===== src/rtl/rf_tx_iq_packer_if.sv =====
// Streaming sink, send-enable conduit and RF transmit pin bundle
// for the transmit I/Q packer.
interface rf_tx_iq_packer_if #(
    parameter int DATA_W     = 12,
    parameter int FIFO_DEPTH = 16
) ();
    localparam int LW = $clog2(FIFO_DEPTH) + 1;

    logic                  asi_valid;
    logic [2*DATA_W-1:0]   asi_data;
    logic                  asi_ready;
    logic                  en_in;
    logic [DATA_W-1:0]     rftxdata;
    logic                  rftxen;
    logic                  rftxiqsel;
    logic                  stat_underrun;
    logic [LW-1:0]         stat_level;

    modport master (
        output asi_valid, asi_data, en_in,
        input  asi_ready, rftxdata, rftxen, rftxiqsel,
        input  stat_underrun, stat_level
    );

    modport slave (
        input  asi_valid, asi_data, en_in,
        output asi_ready, rftxdata, rftxen, rftxiqsel,
        output stat_underrun, stat_level
    );
endinterface


===== src/rtl/rf_tx_iq_packer.sv =====
// Transmit packer: buffers 24-bit I/Q pairs in a FIFO and emits them
// as time-interleaved 12-bit words (I then Q) to the RF front end.
module rf_tx_iq_packer #(
    parameter int DATA_W      = 12,
    parameter int FIFO_DEPTH  = 16,
    parameter int PRIME_LEVEL = 4
) (
    input  logic                 clk_clk,
    input  logic                 reset_reset_n,
    rf_tx_iq_packer_if.slave     tx
);
    localparam int PW = $clog2(FIFO_DEPTH);
    localparam int LW = PW + 1;

    typedef enum logic [1:0] {
        IDLE,
        PRIME,
        RUN_I,
        RUN_Q
    } state_e;

    state_e              state_q, state_d;
    logic [2*DATA_W-1:0] mem_q [FIFO_DEPTH];
    logic [PW-1:0]       wr_ptr_q, rd_ptr_q;
    logic [PW-1:0]       head_idx;
    logic [LW-1:0]       level_q, level_d;
    logic [LW-1:0]       head_lvl;
    logic [2*DATA_W-1:0] head;
    logic [DATA_W-1:0]   data_q, data_d;
    logic                txen_q, txen_d;
    logic                iqsel_q, iqsel_d;
    logic                und_q, und_d;
    logic                push, pop;

    assign tx.asi_ready     = level_q < LW'(FIFO_DEPTH);
    assign tx.rftxdata      = data_q;
    assign tx.rftxen        = txen_q;
    assign tx.rftxiqsel     = iqsel_q;
    assign tx.stat_underrun = und_q;
    assign tx.stat_level    = level_q;

    assign push    = tx.asi_valid && tx.asi_ready;
    assign pop     = (state_q == RUN_Q);
    assign level_d = level_q + LW'(push) - LW'(pop);

    // Head seen by the next state; bypass the write when the FIFO
    // would otherwise be empty after this cycle's pop.
    assign head_idx = rd_ptr_q + PW'(pop);
    assign head_lvl = level_q - LW'(pop);
    assign head     = (head_lvl == '0) ? tx.asi_data : mem_q[head_idx];

    always_comb begin
        state_d = state_q;
        und_d   = 1'b0;
        unique case (state_q)
            IDLE: begin
                if (tx.en_in) state_d = PRIME;
            end
            PRIME: begin
                if (!tx.en_in)
                    state_d = IDLE;
                else if (level_q >= LW'(PRIME_LEVEL))
                    state_d = RUN_I;
            end
            RUN_I: begin
                state_d = RUN_Q;
            end
            RUN_Q: begin
                if (!tx.en_in) begin
                    state_d = IDLE;
                end else if (level_d == '0) begin
                    state_d = PRIME;
                    und_d   = 1'b1;
                end else begin
                    state_d = RUN_I;
                end
            end
            default: state_d = IDLE;
        endcase
    end

    always_comb begin
        txen_d  = 1'b0;
        iqsel_d = 1'b0;
        data_d  = '0;
        if (state_d == RUN_I) begin
            txen_d  = 1'b1;
            iqsel_d = 1'b1;
            data_d  = head[2*DATA_W-1:DATA_W];
        end else if (state_d == RUN_Q) begin
            txen_d  = 1'b1;
            data_d  = head[DATA_W-1:0];
        end
    end

    always_ff @(posedge clk_clk or negedge reset_reset_n) begin
        if (!reset_reset_n) begin
            state_q  <= IDLE;
            wr_ptr_q <= '0;
            rd_ptr_q <= '0;
            level_q  <= '0;
            data_q   <= '0;
            txen_q   <= 1'b0;
            iqsel_q  <= 1'b0;
            und_q    <= 1'b0;
        end else begin
            state_q  <= state_d;
            level_q  <= level_d;
            data_q   <= data_d;
            txen_q   <= txen_d;
            iqsel_q  <= iqsel_d;
            und_q    <= und_d;
            if (push) wr_ptr_q <= wr_ptr_q + PW'(1);
            if (pop)  rd_ptr_q <= rd_ptr_q + PW'(1);
        end
    end

    // Sample storage carries no reset; level and pointers qualify it.
    always_ff @(posedge clk_clk) begin
        if (push) mem_q[wr_ptr_q] <= tx.asi_data;
    end
endmodule

===== src/flat_wrapper.sv =====
// flat-port wrapper written by rule: the top's interface ports become plain ports
module rf_tx_iq_packer_flat 
#(
    parameter int DATA_W      = 12,
    parameter int FIFO_DEPTH  = 16,
    parameter int PRIME_LEVEL = 4
)
  (clk_clk, reset_reset_n, tx_asi_valid, tx_asi_data, tx_en_in, tx_asi_ready, tx_rftxdata, tx_rftxen, tx_rftxiqsel, tx_stat_underrun, tx_stat_level);
  rf_tx_iq_packer_if #(.DATA_W(DATA_W), .FIFO_DEPTH(FIFO_DEPTH)) tx_i ();
  input  logic clk_clk;
  input  logic reset_reset_n;
  input wire logic [$bits(tx_i.asi_valid)-1:0] tx_asi_valid;
  input wire logic [$bits(tx_i.asi_data)-1:0] tx_asi_data;
  input wire logic [$bits(tx_i.en_in)-1:0] tx_en_in;
  output wire logic [$bits(tx_i.asi_ready)-1:0] tx_asi_ready;
  output wire logic [$bits(tx_i.rftxdata)-1:0] tx_rftxdata;
  output wire logic [$bits(tx_i.rftxen)-1:0] tx_rftxen;
  output wire logic [$bits(tx_i.rftxiqsel)-1:0] tx_rftxiqsel;
  output wire logic [$bits(tx_i.stat_underrun)-1:0] tx_stat_underrun;
  output wire logic [$bits(tx_i.stat_level)-1:0] tx_stat_level;
  assign tx_i.asi_valid = tx_asi_valid;
  assign tx_i.asi_data = tx_asi_data;
  assign tx_i.en_in = tx_en_in;
  assign tx_asi_ready = tx_i.asi_ready;
  assign tx_rftxdata = tx_i.rftxdata;
  assign tx_rftxen = tx_i.rftxen;
  assign tx_rftxiqsel = tx_i.rftxiqsel;
  assign tx_stat_underrun = tx_i.stat_underrun;
  assign tx_stat_level = tx_i.stat_level;
  rf_tx_iq_packer #(.DATA_W(DATA_W), .FIFO_DEPTH(FIFO_DEPTH), .PRIME_LEVEL(PRIME_LEVEL)) u_core (.clk_clk(clk_clk), .reset_reset_n(reset_reset_n), .tx(tx_i));
endmodule

===== config.mk =====
export PLATFORM = sky130hd
export DESIGN_NAME = rf_tx_iq_packer_flat
export DESIGN_NICKNAME = d
export VERILOG_FILES = /design/src/rtl/rf_tx_iq_packer_if.sv /design/src/rtl/rf_tx_iq_packer.sv /design/src/flat_wrapper.sv
export SDC_FILE = /design/constraint.sdc
export NUM_CORES = 1
export LEC_CHECK = 0
export BUFFER_PORTS_ARGS = -buffer_cell sky130_fd_sc_hd__buf_2
export CORE_UTILIZATION = 60
export DETAILED_ROUTE_END_ITERATION = 12
export HOLD_SLACK_MARGIN = 0.02
export PLACE_DENSITY = 0.79
export SETUP_SLACK_MARGIN = 0.05
export SLEW_MARGIN = 40
export SYNTH_ARGS = -nofsm -noshare
export SYNTH_HDL_FRONTEND = slang
export SYNTH_SLANG_ARGS = --single-unit

===== constraint.sdc =====
create_clock -name clk_clk -period 5.1 [get_ports clk_clk]
set_input_delay 0.765 -clock clk_clk [delete_from_list [all_inputs] [get_ports clk_clk]]
set_output_delay 0.765 -clock clk_clk [all_outputs]
set_load 0.01 [all_outputs]

==> results.md, run 1 <==
- Status: finished clean
- Number of synthesized register bits: 414
- Crit Path Class: reg2reg
- Die width: 167 um
- Final instance area: 0.0183 sq mm
- Slew headroom: 45.6%
- Height of the die: 167 um
- Worst vdd ir: 0.000353 V
- Starting density of the core: 60.9%
- Row count: 60
- Post-synth top area share: 70.5%
- Post-CTS setup repair buffer count: 0
- Area of the die: 0.0279 sq mm
- Setup crit end kind: flip-flop
- Synth cell types: 53
- Worst EP required: 5470 ps
- H-tree Lvls: 2
- Longest Clk Path Bufs: 3
- Slew @ Worst Pin: 815 ps
- DRT iter0 DRCs: 1036
- Final Setup Violations: 0
- Lkg Pwr: 6.17 nW
- Via-to-Cell Ratio: 6.59
- Crit start category: flip-flop
- Placed inst area: 0.0170 sq mm
- Most area-consuming cells after synthesis: edfxtp_1 (70%), mux4_2 (10%), dfrtp_1 (4.6%)
- Setup_tns: 0 ps
- Reg2Reg Depth: 11
- Via count: 8609
- Total gr overflow: 0
- Most common flop cell mapped by yosys: edfxtp_1
- Register area share after synthesis: 75.0%
- N_diodes: 0
- Clk slew on worst S/H paths: 60 ps
- Ys Warns: 0
- Overall Power: 10.7 mW
- Clock insertion delay at the later pin of the skew report: 540 ps
- Min cycle time layout: 3660 ps
- Syn avg cell area: 19.1 sq um
- CTS Hold Buffers Added: 0
- Post-synth EDFFs: 384
- WL final: 35.6 mm
- Area grow syn2layout: 11.9%
- TritonRoute pass-1 iters: 5
- Mapped Area: 0.0164 sq mm
- RePlAce Congestion: 0.844
- Initial antenna violation count: 0
- DP HPWL: 19.8 mm
- CP bufs+invs: 1
- Largest net degree at the start of global routing: 72
- RSZ-0062 raised after global routing: false
- Wire per inst: 27.2 um
- Layout net count: 977
- Number of global-route vias before repair: 8851
- Cts bufs inserted: 41
- Critical Path AT: 4030 ps
- Worst r2r src: u_core.tx.stat_level[4]
- Count leader, synth: edfxtp_1
- Synth cell count leaders: edfxtp_1 (384), nand2_1 (77), mux4_2 (74)
- Number of max-cap violations: 0
- Final hold vios: 0
- Ratio of cells with drive above 1 in the final layout: 24.4%
- Hold WC Path Type: in2async
- Syn_nets: 901
- Crit-path max cell delay: 550 ps
- First-pass GRT wire length: 53.6 mm
- Critical path cell sequence: nor2b_1, ha_1, inv_1, fa_1, o21bai_1, a21oi_1, xor2_1, nor4_2, nand2_1, nand4_1, o211ai_1
- GR Util All Layers: 26.4%
- Mapped Cells: 858
- I/O pins: 49
- Clk sinks: 414
- Detail Route Antenna Nets: 0
- Fin. max-slew vios: 0
- Drt drc: 0
- Core Footprint: 0.0269 sq mm
- Period utilization: 71.8%
- TritonCTS clock tree: done
- Power per cell area: 587 mW/mm^2
- Clk root buf: clkbuf_16
- Fmax: 0.273 GHz
- Ys async rst share: 7.25%
- Clk_skew: 20.4 ps
- Critical Path Fanout Max: 13
- CP delay by family, top: simple AND/OR/NAND/NOR gates
- CTS resizes: 0
- Largest area contributor in the netlist: edfxtp_1
- RR Endpoint: u_core.tx.rftxdata[0]
- Flop-to-flop setup slack: 1440 ps
- Cell with the largest stage delay on the worst path: nor4_2
- Port Buf Inserts: 48
==> power by group <==
group / switching (mW) / internal, mW
clock network: 1.21 / 1.62
logic: 2.13 / 1.59
registers: 0.172 / 4.02
total: 3.51 / 7.23
==> stage by stage <==
| stage | util, % | cells | setup slack (ps) | hold WS, ps |
|---|---|---|---|---|
| 4_1_cts | 68.0 | 1305 | 1250 | 302 |
| 6_report | 68.1 | 1306 | 1440 | 300 |
| 2_1_floorplan | - | 858 | 1710 | 469 |
| 3_3_place_gp | 63.3 | 1231 | 1140 | 525 |
| 5_1_grt | 68.1 | 1306 | 1140 | 330 |
| 3_5_place_dp | 63.4 | 1231 | 852 | 551 |
==> layout by cell type (no fill, tap or decap), types with 5 or more instances in the layout <==
cell / netlist / layout
a21oi_1: 15 / 14
mux4_2: 74 / 74
buf_2: 13 / 48
a22o_1: 11 / 11
and2_2: 0 / 6
a221oi_2: 9 / 9
nand3_1: 15 / 15
o211ai_1: 11 / 11
mux2i_1: 24 / 24
ha_1: 14 / 14
nand2_1: 77 / 77
clkinv_2: 0 / 6
buf_4: 3 / 25
clkbuf_1: 17 / 13
clkbuf_16: 0 / 41
clkinv_1: 0 / 5
nor2_1: 11 / 7
a32oi_1: 11 / 11
xnor2_1: 7 / 7
dfrtp_1: 30 / 30
edfxtp_1: 384 / 384
nand4_1: 25 / 25
o22ai_1: 11 / 11
and2_1: 17 / 11
inv_1: 25 / 25
==> per-layer routing <==
metal  share of wire [%]  vias up  track usage [%]  routed length (um)
met5                   0        -                0                   0
met4                 4.5        0             12.9                1600
met3                 8.7      116             4.61                3110
met2                  48      496             41.9               17100
met1                  39     4389             36.3               13800
li1                    -     3608                -                   -
==> state kept, by name, indices dropped and copies added (netlist names) <==
name,flops
u_core.state_q,2
u_core.tx.stat_level,5
u_core.mem_q,384
u_core.tx.rftxen,1
u_core.tx.rftxiqsel,1
u_core.tx.stat_underrun,1
u_core.rd_ptr_q,4
u_core.tx.rftxdata,12
u_core.wr_ptr_q,4
==> cell families (layout without fill, tap and decap cells) <==
logic type / Yosys count / after routing / synth area share (%)
muxes: 99 / 99 / 11.7
adders and majority gates: 15 / 15 / 1.19
AOI/OAI and AO/OA: 85 / 85 / 4.17
xor gates and xnor gates: 11 / 11 / 0.703
buffers and inverters: 69 / 176 / 2.18
DFF: 414 / 414 / 75.0
and+or+nand+nor: 165 / 165 / 4.98
==> worst max-delay path by stage <==
stage / from / endpoint / slack [ps] / depth (start not counted)
floorplan: tx_asi_valid / u_core.tx.rftxdata[1] / 1710 / 13
global placement: tx_asi_valid / u_core.tx.rftxdata[0] / 1140 / 12
detailed placement: tx_asi_valid / u_core.tx.rftxdata[3] / 850 / 12
CTS: u_core.tx.stat_level[4] / u_core.tx.rftxdata[0] / 1250 / 11
global route: u_core.state_q[1] / u_core.tx.rftxdata[11] / 1140 / 12
finish: u_core.tx.stat_level[4] / u_core.tx.rftxdata[0] / 1440 / 11
==> final cells by class <==
type | instances | area, sq um
sequential | 414 | 12300
fill | 1629 | 8570
multi-input combinational | 375 | 3780
clock buffer | 56 | 1100
timing repair buffer | 75 | 454
tap | 341 | 427
clock inverter | 18 | 150
inverter | 27 | 111
No activity file was read; power rests on OpenSTA's default activity.
==> run 2: changes to the inputs <==
==> constraint.sdc (replaced) <==
create_clock -name clk_clk -period 3.6 [get_ports clk_clk]
set_input_delay 0.54 -clock clk_clk [delete_from_list [all_inputs] [get_ports clk_clk]]
set_output_delay 0.54 -clock clk_clk [all_outputs]
set_load 0.01 [all_outputs]
==> run 2 against run 1 <==
Sequential share of layout area fell by 0.55 points. Clock power rose by 43%. Cell count rose by 1.0%. Global-route usage fell by 0.73 points. Register-to-register slack got worse by 1200 ps. Combinational power rose by 45%. Worst hold slack got worse by 240 ps. Critical endpoint is now u_core.tx.rftxdata[8]. Via count barely moved. Cell area rose by 0.83%.
==> results.md, run 2 (synthesis gave the netlist of run 1 again) <==
- Final core utilization: 68.7% (+0.57 points)
- Fillers: 1653 (+1.5%)
- Placed insts: 1244 (+1.1%)
- Final Setup Violations: 0 (unchanged)
- Flop-to-flop setup slack: 270 ps (-1170 ps)
- Commonest non-fill, non-tap cell in the layout: edfxtp_1
- Row count: 60 (unchanged)
- RSZ-0062 raised after global routing: false
- Final non-filler cell total: 1319 (+1.0%)
- Most frequent cells in the layout: edfxtp_1 (384), nand2_1 (77), mux4_2 (74), buf_2 (48), clkbuf_16 (41)
- Min cycle time layout: 3330 ps (-331 ps)
- Critical Path AT: 3770 ps (-260 ps)
- Height of the die: 167 um (unchanged)
- Hold WC Path Type: in2async
- Area of the die: 0.0279 sq mm (unchanged)
- Dpl ws: 204 ps (-648 ps)
- Wire per inst: 26.2 um (-3.8%)
- Final hold vios: 0 (unchanged)
- Area grow syn2layout: 12.8%
- Worst vdd ir: 0.000514 V (+46%)
- Setup crit end kind: flip-flop
- Via-to-Cell Ratio: 6.53 (-1.0%)
- Number of max-cap violations: 0 (unchanged)
- Clk slew on worst S/H paths: 70 ps (about the same)
- Sw Share: 32.4% (-0.29 points)
- Slew headroom: 51.4% (+5.8 points)
- Fmax: 0.300 GHz (+10%)
- DRT iter0 DRCs: 1057 (+2.0%)
- Clk_skew: 30.6 ps (+10.2 ps)
- Hold Worst Slack: 56.8 ps (-243 ps)
- GR Util All Layers: 25.7% (-0.73 points)
- Core Footprint: 0.0269 sq mm (unchanged)
- H-tree Lvls: 2 (unchanged)
- Detail Route Antenna Nets: 0 (unchanged)
- Comb power frac: 35.1% (+0.4 points)
- Worst EP required: 4040 ps (-1430 ps)
- Fin. max-slew vios: 0 (unchanged)
- RePlAce Congestion: 0.858 (+1.6%)
- DP HPWL: 20.1 mm (+1.7%)
- Status: finished clean
- RR Endpoint: u_core.tx.rftxdata[8]
- Largest net degree at the start of global routing: 44 (-39%)
- Longest Clk Path Bufs: 3 (unchanged)
- Ratio of cells with drive above 1 in the final layout: 24.5% (+0.19 points)
- WL final: 34.6 mm (-2.8%)
- Largest reg by FF count: u_core.mem_q
- Lkg Pwr: 6.26 nW (+1.5%)
- I/O pins: 49 (unchanged)
- Clk sinks: 414 (unchanged)
- Initial antenna violation count: 0 (unchanged)
- Power per cell area: 832 mW/mm^2 (+42%)
- Drt drc: 0 (unchanged)
- TritonCTS clock tree: done
- Port Buf Inserts: 48 (unchanged)
- First-pass GRT wire length: 52.6 mm (-1.8%)
- Starting density of the core: 60.9% (unchanged)
- Number of flip-flops in the largest register: 384 (unchanged)
- Layout net count: 991 (+1.4%)
- Via count: 8607 (-0.023%)
- Setup_tns: 0 ps (unchanged)
- Die width: 167 um (unchanged)
- Clock insertion delay at the later pin of the skew report: 540 ps (about the same)
- N_diodes: 0 (unchanged)
- Seq pwr share: 38.5% (-0.5 points)
- Crit start category: flip-flop
- Slew @ Worst Pin: 729 ps (-86.4 ps)
- Period utilization: 92.5% (+21 points)
- Worst r2r src: u_core.state_q[0]
- Cts bufs inserted: 41 (unchanged)
- Clock power share: 26.3% (about the same)
- Number of global-route vias before repair: 8675 (-2.0%)
- Total gr overflow: 0 (unchanged)
- Fin worst setup slack: 272 ps (-1170 ps)
- Crit Path Class: reg2reg
- TritonRoute pass-1 iters: 5 (unchanged)
- Power Internal: 10.4 mW (+44%)
- Critical Path Fanout Max: 11 (-2)
- Reg2Reg Depth: 13 (+2)
- Clk root buf: clkbuf_16
- Net Switching: 4.98 mW (+42%)
==> run 2: cell count changes in the layout (fill, tap and decap cells not counted), moves of 3 or more <==
cell	change
and2_1	+6
and2_2	-6
buf_12	+4
buf_4	+12
clkbuf_1	+3
clkinv_2	-3
==> run 2: metal layers <==
| layer | global-route usage [%] | vias up | share of wire [%] |
|---|---|---|---|
| met5 | 0 | - | 0 |
| li1 | - | 3634 | - |
| met1 | 36.1 | 4461 | 40 |
| met3 | 4.18 | 83 | 7.6 |
| met4 | 9.25 | 0 | 3.2 |
| met2 | 41.6 | 429 | 50 |
==> run 2: layout make-up <==
type | count | area [sq um] | area share [%]
multi-input cells | 375 | 3770 | 20.4
clock inverters | 13 | 145 | 0.786
repair buffers | 89 | 598 | 3.24
well taps | 341 | 427 | 2.31
flip-flops and latches | 414 | 12300 | 66.5
inverters | 27 | 111 | 0.603
clock buffers | 60 | 1130 | 6.11
==> run 2: repair_timing <==
item	CTS	global route
hold buffers	0	0
pin swaps	0	0
resized for setup	0	1
endpoints found under the setup margin	2	1
gates cloned	0	0
buffers inserted	2	0
==> run 2: worst max-delay path by stage <==
stage	startpoint	end	slack, ps	cells past startpoint
final	u_core.state_q[0]	u_core.tx.rftxdata[8]	270	13
after global routing	u_core.state_q[0]	u_core.tx.rftxdata[1]	60	13
after CTS	u_core.state_q[0]	u_core.tx.rftxdata[11]	200	11
after detailed placement	u_core.state_q[0]	u_core.tx.rftxdata[10]	200	13
after global placement	u_core.state_q[0]	u_core.tx.rftxdata[7]	290	13
after floorplan	tx_asi_valid	u_core.tx.rftxdata[1]	440	13
==> run 2: through the flow <==
step	instance area, sq um	total power [mW]
floorplan	16400	9.87
global placement	17100	11.2
detailed placement	17100	11.3
CTS	18400	15.4
global route	18500	16.0
finish	18500	15.4
==> run 2: worst max-delay path, cell delays in order, from the launching register on <==
cell,delay [ps]
dfrtp_1,540
nand2_4,140
xnor2_1,260
ha_1,230
inv_1,70
fa_1,430
o21bai_1,160
a21oi_1,90
xor2_1,200
nor4_1,90
buf_4,160
a21oi_2,530
nand4_1,160
o211ai_1,160
==> run 2: power groups by stage <==
stage                     registers, mW  clock network, mW  logic (mW)
after floorplan                    5.97                  0        3.90
after global placement             5.99                  0        5.21
after detailed placement           6.01                  0        5.32
after CTS                          5.91               4.09        5.42
after global routing               5.95               4.25        5.79
final                              5.92               4.05        5.40
==> run 3: changes to the inputs <==
--- a/config.mk
+++ b/config.mk
@@ -5,6 +5,7 @@
 export SDC_FILE = /design/constraint.sdc
 export NUM_CORES = 1
 export LEC_CHECK = 0
+export ABC_AREA = 1
 export BUFFER_PORTS_ARGS = -buffer_cell sky130_fd_sc_hd__buf_2
 export CORE_UTILIZATION = 60
 export DETAILED_ROUTE_END_ITERATION = 12
==> run 3 against run 2 <==
Worst hold slack better by 9.8 ps. First-iteration DRC count increased by 43%. Synthesized cell count is 88% higher. Highest routed layer unchanged. Flip-flop and latch count unchanged. Largest power group is now combinational logic. Global-route usage up 4.8 points.
==> results.md, run 3 <==
- Setup crit end kind: flip-flop
- Syn_nets: 1654 (+84%)
- Final Setup Violations: 0 (unchanged)
- Net Switching: 6.93 mW (+39%)
- Detail Route Antenna Nets: 0 (unchanged)
- CP startpoint: u_core.state_q[0]
- Row count: 62 (+3.3%)
- Final instance area: 0.0201 sq mm (+8.7%)
- M1 wire length: 16.7 mm (+22%)
- Starting density of the core: 61.6% (+0.69 points)
- Flop-to-flop setup slack: 330 ps (+60 ps)
- Via-to-Cell Ratio: 6.08 (-6.8%)
- N_diodes: 0 (unchanged)
- Crit-path max cell delay: 570 ps (+30 ps)
- Initial antenna violation count: 0 (unchanged)
- Sw Share: 39.9% (+7.5 points)
- First-pass GRT wire length: 69.4 mm (+32%)
- Largest net degree at the start of global routing: 91 (+110%)
- Post-synth top area share: 64.7% (-5.7 points)
- Worst vdd ir: 0.000633 V (+23%)
- Die width: 174 um (+4.3%)
- Clk_skew: 18.8 ps (-11.8 ps)
- TritonCTS clock tree: done
- Clock power share: 25.3% (-1.0 points)
- Hold WC Path Type: in2async
- Ys Warns: 0 (unchanged)
- Min cycle time layout: 3270 ps (-57.1 ps)
- Critical Path AT: 3690 ps (-80 ps)
- Mapped Cells: 1611 (+88%)
- Post-synth EDFFs: 384 (unchanged)
- Core Footprint: 0.0289 sq mm (+7.7%)
- Most area-consuming cells after synthesis: edfxtp_1 (65%), nand3_1 (12%), nand2_1 (7.6%)
- Clk slew on worst S/H paths: 60 ps (about the same)
- Power Internal: 10.4 mW (+0.46%)
- Number of global-route vias before repair: 12300 (+41%)
- RePlAce Congestion: 0.818 (-4.7%)
- Number of flip-flops in the largest register: 384 (unchanged)
- Port Buf Inserts: 48 (unchanged)
- Power per cell area: 866 mW/mm^2 (+4.0%)
- I/O pins: 49 (unchanged)
- Worst EP required: 4020 ps (-20 ps)
- Count leader, synth: nand3_1
- Total gr overflow: 0 (unchanged)
- Slew @ Worst Pin: 861 ps (+132 ps)
- Seq pwr share: 33.7% (-4.8 points)
- Clk root buf: clkbuf_16
- Most common flop cell mapped by yosys: edfxtp_1
- Commonest non-fill, non-tap cell in the layout: nand3_1
- DRT iter0 DRCs: 1515 (+43%)
- Setup_tns: 0 ps (unchanged)
- Layout net count: 1686 (+70%)
- Status: finished clean
- Reg2Reg Depth: 16 (+3)
- Crit start category: flip-flop
- Worst r2r src: u_core.state_q[0]
- Longest Clk Path Bufs: 3 (unchanged)
- RSZ-0062 raised after global routing: false
- H-tree Lvls: 2 (unchanged)
- Max layer used: met4
- WL final: 45.9 mm (+33%)
- DP HPWL: 24.2 mm (+21%)
- Cts bufs inserted: 40 (-2.4%)
- Number of synthesized register bits: 414 (unchanged)
- Fin. max-slew vios: 0 (unchanged)
- Drt drc: 0 (unchanged)
- Ratio of cells with drive above 1 in the final layout: 11.1% (-13 points)
- Crit Path Class: reg2reg
- Hold Worst Slack: 66.6 ps (+9.85 ps)
- CP most frequent cell: nand2_1
- Register area share after synthesis: 68.9% (-6.1 points)
- Placed inst area: 0.0187 sq mm (+9.0%)
- Syn avg cell area: 11.1 sq um (-42%)
- Routed wl met3: 4.88 mm (+86%)
- Lkg Pwr: 7.96 nW (+27%)
- Synth cell types: 31 (-42%)
- Mapped Area: 0.0178 sq mm (+8.9%)
- Most frequent cells in the layout: nand3_1 (430), edfxtp_1 (384), nand2_1 (358), inv_1 (179), buf_2 (48)
- Area of the die: 0.0304 sq mm (+8.8%)
- Wire length on met2: 22.2 mm (+29%)
- Worst Setup EP: u_core.tx.rftxdata[9]
- Height of the die: 174 um (+4.3%)
- Largest area contributor in the netlist: edfxtp_1
- Critical Path Fanout Max: 13 (+2)
- Clock insertion delay at the later pin of the skew report: 530 ps (about the same)
- RR Endpoint: u_core.tx.rftxdata[9]
- Comb power frac: 41.0% (+5.9 points)
- GR Util All Layers: 30.5% (+4.8 points)
- Largest reg by FF count: u_core.mem_q
- Fmax: 0.306 GHz (+1.7%)
- Synth cell count leaders: nand3_1 (430), edfxtp_1 (384), nand2_1 (360)
- Period utilization: 90.9% (-1.6 points)
- TritonRoute pass-1 iters: 5 (unchanged)
- CTS Hold Buffers Added: 0 (unchanged)
- Critical path cell sequence: nand2_2, nor2_2, inv_2, nand2_1, ha_1, inv_1, fa_1, nand3b_1, nand2_1, nand2_1, nand2_1, nand3_1, a21oi_1, nor2_4, nand3_1, nand2_1
- Dpl ws: 29.4 ps (-175 ps)
- Via count: 12500 (+45%)
- Clk sinks: 414 (unchanged)
- Area grow syn2layout: 12.6%
- Ys async rst share: 7.25% (unchanged)
- Fin worst setup slack: 329 ps (+57.1 ps)
- Cell with the largest stage delay on the worst path: dfrtp_1
- Final hold vios: 0 (unchanged)
- Wire per inst: 22.3 um (-15%)
- Number of max-cap violations: 0 (unchanged)
- Slew headroom: 42.6% (-8.8 points)
## run 3: cell families (layout without fill, tap and decap cells)
kind of cell	Yosys count	in the layout	synth area share, %
DFF	414	414	68.9
adders and majority gates	15	15	1.10
buffers and inverters	277	338	6.22
xor gates and xnor gates	10	10	0.534
muxes	1	1	0.0632
and+or+nand+nor	887	887	22.9
AOI/OAI and AO/OA	7	7	0.232
## run 3: cell type report
class	count	area, sq um
Fill cell	1893	8880
Clock buffer	46	1040
Tap cell	384	480
Multi-Input combinational cell	920	4600
Clock inverter	25	322
Timing Repair Buffer	83	641
Sequential cell	414	12300
Inverter	184	691
## run 3: worst min path at each step
stage	to	slack (ps)
2_1_floorplan	u_core.rd_ptr_q[0]	240
3_3_place_gp	u_core.rd_ptr_q[2]	550
3_5_place_dp	u_core.rd_ptr_q[2]	550
4_1_cts	u_core.rd_ptr_q[3]	70
5_1_grt	u_core.rd_ptr_q[3]	120
6_report	u_core.rd_ptr_q[1]	70
## run 3: worst max-delay path, delay by kind of cell (launching register included)
kind | cells | cell delay, ps
flops | 1 | 570
buf+inv | 2 | 130
compound gates | 1 | 330
simple gates | 11 | 1510
fa+ha+maj | 2 | 610
## run 3: metal layers
layer,track usage [%],up-vias
met5,0,-
met4,15.6,0
met3,5.25,160
met2,49.1,832
met1,40.3,5956
li1,-,5553
## run 3: per-stage QoR
stage / instances / total power, mW / util (%)
final: 2056 / 17.4 / 69.3
after global routing: 2056 / 18.2 / 69.3
after CTS: 2056 / 17.3 / 69.3
after detailed placement: 1985 / 12.8 / 64.6
after global placement: 1985 / 12.7 / 64.6
after floorplan: 1611 / 10.6 / -
## run 3: timing repair
item                                    4_1_cts  5_1_grt
endpoints found under the hold margin         0        0
gates resized for setup                       1        1
endpoints found under the setup margin       12       12
buffers inserted                              0        0
## run 3: power by group through the flow
| stage | sequential, mW | combinational [mW] | clock [mW] |
|---|---|---|---|
| finish | 5.86 | 7.12 | 4.40 |
| CTS | 5.85 | 6.99 | 4.41 |
| floorplan | 5.91 | 4.70 | 0 |
| global placement | 5.92 | 6.73 | 0 |
| global route | 5.88 | 7.74 | 4.60 |
| detailed placement | 5.94 | 6.88 | 0 |
